--- config.mk ---
export PLATFORM = sky130hd
export DESIGN_NAME = moore_1101
export DESIGN_NICKNAME = d
export VERILOG_FILES = /design/src/rtl/moore_1101_pkg.sv /design/src/rtl/moore_1101.sv
export SDC_FILE = /design/constraint.sdc
export NUM_CORES = 1
export LEC_CHECK = 0
export CORE_AREA = 2 2 39 41
export CTS_BUF_LIST = sky130_fd_sc_hd__clkbuf_8
export DETAILED_ROUTE_END_ITERATION = 8
export DIE_AREA = 0 0 41 43
export GPL_TIMING_DRIVEN = 0
export SYNTH_ARGS = -nofsm -noshare
export SYNTH_HDL_FRONTEND = slang
export SYNTH_SLANG_ARGS = --single-unit
--- constraint.sdc ---
create_clock -name Clk -period 1.1 [get_ports Clk]
set_clock_uncertainty 0.2 [all_clocks]
set_input_delay 0.165 -clock Clk [delete_from_list [all_inputs] [get_ports Clk]]
set_output_delay 0.165 -clock Clk [all_outputs]
set_load 0.05 [all_outputs]
--- src/rtl/moore_1101_pkg.sv ---
// moore_1101_pkg: state encoding and target pattern shared by the 1101 detector.
package moore_1101_pkg;

    typedef enum logic [2:0] {
        S0 = 3'd0,
        S1 = 3'd1,
        S2 = 3'd2,
        S3 = 3'd3,
        S4 = 3'd4
    } state_t;

    localparam logic [3:0] PATTERN = 4'b1101;

endpackage

--- src/rtl/moore_1101.sv ---
// moore_1101: Moore-style serial detector for 1101; Y decodes from the state register only.
// Define MOORE_1101_COUNT_EN to add the wrapping match_count output.
module moore_1101
    import moore_1101_pkg::*;
#(
    parameter int OVERLAP = 1,
    parameter int CNT_W   = 8
) (
    input  logic             Clk,
    input  logic             Rst,
    input  logic             Din,
`ifdef MOORE_1101_COUNT_EN
    output logic [CNT_W-1:0] match_count,
`endif
    output logic             Y
);

    state_t state, next;

    if (CNT_W < 1) begin : g_bad_cnt_w
        $error("moore_1101: CNT_W must be at least 1");
    end

    always_ff @(posedge Clk) begin
        if (!Rst) state <= S0;
        else      state <= next;
    end

    // The S4 exit decides overlap: keep the trailing 1 as "11" progress or only as "1".
    always_comb begin
        next = S0;
        case (state)
            S0: next = (Din == PATTERN[3]) ? S1 : S0;
            S1: next = (Din == PATTERN[2]) ? S2 : S0;
            S2: next = (Din == PATTERN[1]) ? S3 : S2;
            S3: next = (Din == PATTERN[0]) ? S4 : S0;
            S4: next = !Din ? S0 : (OVERLAP != 0) ? S2 : S1;
            default: next = S0;
        endcase
    end

    assign Y = (state == S4);

`ifdef MOORE_1101_COUNT_EN
    always_ff @(posedge Clk) begin
        if (!Rst)            match_count <= '0;
        else if (next == S4) match_count <= match_count + 1'b1;
    end
`endif

endmodule

After elaboration in Yosys (flattened, before gate mapping)
Index checks and enable logic that the tools add are counted.
{"block": "totals", "regBits": 3, "in_bits": 3, "out_inout_bits": 1}
{"block": "op_classes", "eq_ne": 4, "mux": 5, "n_reduce_logical": 2}
{"operator": "3-bit case mux with 4 select lines", "n": 1}
{"operator": "3-bit by 2-bit equality test with 1-bit output (second input constant)", "n": 2}
{"operator": "3-bit by 1-bit equality test with 1-bit output (second input constant)", "n": 1}
{"operator": "3-bit equality test (second input constant)", "n": 1}
{"operator": "3-bit zero test", "n": 1}
{"operator": "3-bit two-way mux", "n": 1}
{"operator": "1-bit two-way mux", "n": 2}
{"operator": "2-bit two-way mux", "n": 1}
{"operator": "2-bit OR reduction", "n": 1}

Logic depth before layout (Yosys ltp)
Gate-level depths: netlist (run 1).
{"block": "logic_depth", "word_depth": 3, "mapped_depth": 3, "mapped_depth_nobuf": 3}

Least setup slack after synthesis (run 1)
Ideal clock, no wire load.
{"block": "synth_timing", "kind": "register -> register", "from": "register state[0]", "to": "register state[1]", "t_arrival_ns": 1.274, "slack_ns": -0.443, "stages_incl_launch_ff": 4, "n_path_buf": 0, "synth_period_minus_slack_ns": 1.543, "path_cell_list": "dfxtp_1 > nor3b_2 > nand3_1 > o21ai_1"}
{"block": "synth_via", "elab_chain_len": 3, "elab_cells_between_ends": 7, "cone_classes": "eq/ne: 4; mux: 1; reduce/logical: 2"}
{"item": "from (decl)", "line": "moore_1101.sv:18", "text": "state_t state, next;"}
{"item": "from (signal assigned)", "line": "moore_1101.sv:26", "text": "else state <= next;"}
{"item": "3-bit equality test"}
{"item": "via Y", "line": "moore_1101.sv:15", "text": "output logic Y"}
{"item": "2-bit OR reduction (no source line)"}
{"item": "3-bit case mux with 4 select lines", "line": "moore_1101.sv:32", "text": "case (state)"}
The timed path passes the listed nets, and every way through them passes these cells.
A chain may end at the register's enable or synchronous reset.

Worst setup path in the final report (run 1)
{"block": "layout_timing", "from": "register state[0]", "to": "output Y"}
{"block": "layout_via", "elab_chain_len": 1}
{"item": "3-bit equality test", "line": "moore_1101.sv:42", "text": "assign Y = (state == S4);"}
{"item": "to (decl)", "line": "moore_1101.sv:15"}
No other way between the ends.

==> out/metrics.cfg, run 1 <==
[route]
drt_drc_violations_left = 0
vias = 125
wl_um = 297
dr.pass1.iters = 1
vias_per_cell = 3.29
wl_per_cell_um = 7.82
drtAntennaViolNets = 0
drtIter0Drc = 0

[placement]
place_area_um2 = 191
place_ws_ps = -622
io_buffers = 3
dp_cells = 32
gp_congestion = 0.584

[finish]
final_area_um2 = 259
reg.largest.list = state: 3 flops
utilization = 0.187
largest_reg_flops = 3
area_growth_pct = 95.3
regMostFlops = state
finalNetCount = 26
final_common_cell = clkbuf_8
antenna_cells = 0
final_cells = 38
mostFrequentLayoutCells = 3 x clkbuf_8, 2 x buf_4
final_layout_size_suffix_gt1_frac = 0.500
fillers = 165

[global_route]
grt_pass1_wl_um = 462
grt_max_degree = 6
grt_pass1_vias = 122
grt_usage = 0.0502
antenna_found_initial = 0
grt_overflow = 0

[die]
ios = 4
die_h_um = 43
rows = 14
core_um2 = 1380
die-area_um2 = 1760
die_w_um = 41
initial_core_util = 0.0958

[outcome]
status = finished with violations
violations = setup timing

[worst_setup_path]
required_ps = 730
crit_path_end_kind = output port
cp.arrival_ps = 950
cp_max_fo = 2
worstSetupPathType = flop to output port
start_kind = flop

[timing]
worstMarginPinSlew_ps = 163
rsz0062_at_grt = true
final_hold_viol_count = 0
max_freq_mhz = 761
slew_violations = 0
relSlewSlack = 0.891
hold_slack_ps = 210
post-route-period-util = 1.19
layout_setup_ws_ps = -213
period_needed_ps = 1310
setup_viol = 1

[clock_network]
clk_latency_ps = 220
cts-root-buf = clkbuf_8
clkSinkCount = 3
cts_tree = built
hold_buffers = 0
htree_levels = 1
cts_buffer_depth = 2
numCtsBuffers = 3
clk_transition_reported_paths_ps = 30

[power_and_ir_drop]
seq_power_share = 0.267
p_sw_frac = 0.201
share_comb_of_total_power = 0.072
switching_power_mw = 0.0940
p_leak_nw = 0.0999
clock_power_share = 0.661
cell_internal_pwr_mw = 0.373
max-vdd-ir-drop_mv = 0.339
p_per_area_nw_per_um2 = 1800

[yosys]
ys_seq_area_frac = 0.453
yosysWarnings = 0
syn_inst = 13
synth_nets = 16
synth_cell_type_count = 10
syn-cell-area_um2 = 133
avgSynthCellArea_um2 = 10.2
synth-seq-cells = 3

[run]
maxCapViolCount = 0

[min_path]
hp-class = input pin to flop

[synth_stat cells]
library cell	number	area, um2
dfxtp_1	3	60.1
mux2i_1	1	10.0
nand2b_1	1	6.26
nand3_1	2	10.0
nor2_1	1	3.75
nor2b_1	1	6.26
nor3_2	1	10.0
nor3b_2	1	12.5
o21ai_1	1	5.00
xnor2_1	1	8.76
[power groups by stage]
stage	Clock, mW	Combinational, mW	Sequential, mW
after floorplan	0	0.0157	0.127
after global placement	0	0.0269	0.129
after detailed placement	0	0.0267	0.129
after CTS	0.319	0.0334	0.124
after global routing	0.334	0.0367	0.125
final	0.308	0.0338	0.124
[area by class of cell]
cell class / count / area, um2 / share of cell area
clock buffer: 3 / 41.3 / 0.159
multi-input combinational: 10 / 83.8 / 0.324
clock inverter: 1 / 3.75 / 0.0145
timing repair buffer: 5 / 45.0 / 0.174
tap: 16 / 20.0 / 0.0773
sequential: 3 / 65.1 / 0.251
[path summary, 6_finish.rpt]
check                start  endpoint  slack [ps]  cells after the start
hold reg to reg   state[1]  state[2]         310                      2
hold / removal         Din  state[2]         210                      3
setup / recovery  state[0]         Y        -210                      2
setup reg to reg  state[0]  state[1]          20                      4
[metrics by stage]
step | TNS (ps) | power (mW)
floorplan | -351 | 0.143
global placement | -1040 | 0.156
detailed placement | -1030 | 0.156
CTS | -217 | 0.476
global route | -269 | 0.496
finish | -213 | 0.467
[metal layers]
metal	share of wire	GRT usage
met3	0.14	0.0628
met4	0.047	0.0600
met5	0	0
met2	0.43	0.0500
met1	0.37	0.0417
[cells by family (layout without fill, tap and decap cells)]
family | Yosys count | count (layout) | synth area share
flops | 3 | 3 | 0.453
compound gates | 1 | 1 | 0.0377
mux | 1 | 1 | 0.0755
simple gates | 7 | 7 | 0.368
buf+inv | 0 | 9 | 0
xor+xnor | 1 | 1 | 0.0660
[worst max-delay path, cell delays in order, from the launching register on]
cell	delay [ps]
dfxtp_4	340
nor3b_4	210
buf_6	180
[timing repair]
item | CTS | global route
resized for setup | 9 | 1
cloned | 0 | 0
setup endpoints to repair | 2 | 2
pin swaps | 1 | 0
buffers inserted | 2 | 0
(Power assumes the default switching activity.)
==> run 2: changes to the inputs <==
--- a/config.mk
+++ b/config.mk
@@ -9,6 +9,7 @@
 export CTS_BUF_LIST = sky130_fd_sc_hd__clkbuf_8
 export DETAILED_ROUTE_END_ITERATION = 8
 export DIE_AREA = 0 0 41 43
+export DONT_BUFFER_PORTS = 1
 export GPL_TIMING_DRIVEN = 0
 export SYNTH_ARGS = -nofsm -noshare
 export SYNTH_HDL_FRONTEND = slang
==> out/metrics.cfg, run 2 (synthesis results as in run 1) <==
[global_route]
grt_max_degree = 6  ; unchanged
grt_overflow = 0  ; unchanged
grt_pass1_vias = 141  ; +16%
antenna_found_initial = 0  ; unchanged
grt_usage = 0.0472  ; -0.00296
grt_pass1_wl_um = 462  ; unchanged

[timing]
layout_setup_ws_ps = -344  ; -130 ps
worstMarginPinSlew_ps = 588  ; +425 ps
slew_violations = 0  ; unchanged
post-route-period-util = 1.31  ; +0.118
final_hold_viol_count = 0  ; unchanged
setup_viol = 2  ; +1
rsz0062_at_grt = true
relSlewSlack = 0.608  ; -0.283
final.setup.tns_ps = -631  ; -418 ps
period_needed_ps = 1440  ; +130 ps
max_freq_mhz = 693  ; -9.0%

[clock_network]
numCtsBuffers = 3  ; unchanged
clk_latency_ps = 210  ; about the same
clk_transition_reported_paths_ps = 30  ; about the same
cts_tree = built
cts_buffer_depth = 2  ; unchanged
cts-root-buf = clkbuf_8
htree_levels = 1  ; unchanged
clkSinkCount = 3  ; unchanged

[placement]
gp_congestion = 0.506  ; -13%
io_buffers = 0  ; -3
place_area_um2 = 161  ; -16%

[worst_setup_path]
required_ps = 730  ; about the same
cp_max_fo = 2  ; unchanged
crit_path_end_kind = output port
cp_cell_sequence = nor3b_4
cpMaxStageDelayCell = nor3b_4
start_kind = flop
slowest_delay_ps = 530  ; +190 ps
crit_buf_inv = 0  ; -1
cp.arrival_ps = 1080  ; +130 ps
worstSetupPathType = flop to output port
crit_family = simple AND/OR/NAND/NOR gates

[finish]
area_growth_pct = 78.3
finalNetCount = 24  ; -7.7%
largest_reg_flops = 3  ; unchanged
antenna_cells = 0  ; unchanged
fillers = 152  ; -7.9%
final_layout_size_suffix_gt1_frac = 0.400  ; -0.100
final_area_um2 = 236  ; -8.7%
reg.largest.list = state: 3 flops
multiInputGateArea_um2 = 78.8  ; -6.0%
final_common_cell = clkbuf_8
regMostFlops = state
mostFrequentLayoutCells = 3 x clkbuf_8, 2 x nand3_1, 2 x dlygate4sd3_1
regArea_um2 = 65.1  ; unchanged

[outcome]
status = finished with violations
violations = setup timing

[route]
wl_um = 277  ; -6.7%
drt_drc_violations_left = 0  ; unchanged
drtAntennaViolNets = 0  ; unchanged
drtIter0Drc = 1  ; +1
vias_per_cell = 3.03  ; -8.0%
wl_per_cell_um = 7.69  ; -1.6%
vias = 109  ; -13%
dr.pass1.iters = 2  ; +1

[die]
initial_core_util = 0.0958  ; unchanged
die-area_um2 = 1760  ; unchanged
core_um2 = 1380  ; unchanged
die_w_um = 41  ; unchanged
rows = 14  ; unchanged
ios = 4  ; unchanged
die_h_um = 43  ; unchanged

[power_and_ir_drop]
clock_power_share = 0.661  ; about the same
p_per_area_nw_per_um2 = 1950  ; +8.3%
cell_internal_pwr_mw = 0.372  ; -0.22%
switching_power_mw = 0.0898  ; -4.4%
share_comb_of_total_power = 0.070  ; -0.002
p_leak_nw = 0.0873  ; -13%
seq_power_share = 0.269  ; +0.002
max-vdd-ir-drop_mv = 0.302  ; -11%
p_sw_frac = 0.195  ; -0.00685

[run]
maxCapViolCount = 0  ; unchanged

[min_path]
hp-class = input pin to flop

## run 2: metal layers
| layer | vias to the layer above | track usage | part of all wire | routed length [um] |
|---|---|---|---|---|
| met1 | 46 | 0.0450 | 0.49 | 137 |
| met3 | 0 | 0.0471 | 0.097 | 27 |
| met4 | 0 | 0.0600 | 0 | 0 |
| met2 | 4 | 0.0469 | 0.40 | 111 |
| li1 | 59 | - | - | - |
| met5 | - | 0 | 0 | 0 |
## run 2: layout make-up
type                            count  area share
Clock inverter                      1      0.0159
Timing Repair Buffer                3       0.116
Sequential cell                     3       0.275
Clock buffer                        3       0.175
Multi-Input combinational cell     10       0.333
Tap cell                           16      0.0847
## run 2: power by group through the flow
stage          Sequential [mW]  Clock, mW  Combinational [mW]
2_1_floorplan            0.127          0              0.0157
3_3_place_gp             0.129          0              0.0173
3_5_place_dp             0.129          0              0.0172
4_1_cts                  0.124      0.316              0.0325
5_1_grt                  0.125      0.326              0.0357
6_report                 0.124      0.305              0.0323
## run 2: tightest hold or removal path: cells and delay by family
kind | cells | cell delay (ps)
compound gates | 1 | 130
simple gates | 1 | 100
mux | 1 | 70
## run 2: timing repair
item	in CTS	in global routing
resized for setup	1	0
pin swaps	1	0
setup endpoints to repair	2	3
hold buffers	2	0
gates cloned	0	0
hold endpoints to repair	3	0
setup buffers	1	0
## run 2: stage by stage
stage          utilization  power, mW  hold WS (ps)  setup slack [ps]  std cells
2_1_floorplan            -      0.143           104              -235         13
3_3_place_gp         0.117      0.146           112              -296         29
3_5_place_dp         0.117      0.146           114              -292         29
4_1_cts              0.171      0.473          96.8              -353         36
5_1_grt              0.171      0.487           134              -392         36
6_report             0.171      0.462          94.9              -344         36
## run 2: path summary, 6_finish.rpt
check                           slack (ps)  cells after the start       end      from
worst max-delay path                  -340                      1         Y  state[0]
worst max register to register        -290                      3  state[1]  state[0]
worst min-delay path                    90                      3  state[1]       Din
worst min register to register         310                      2  state[2]  state[1]
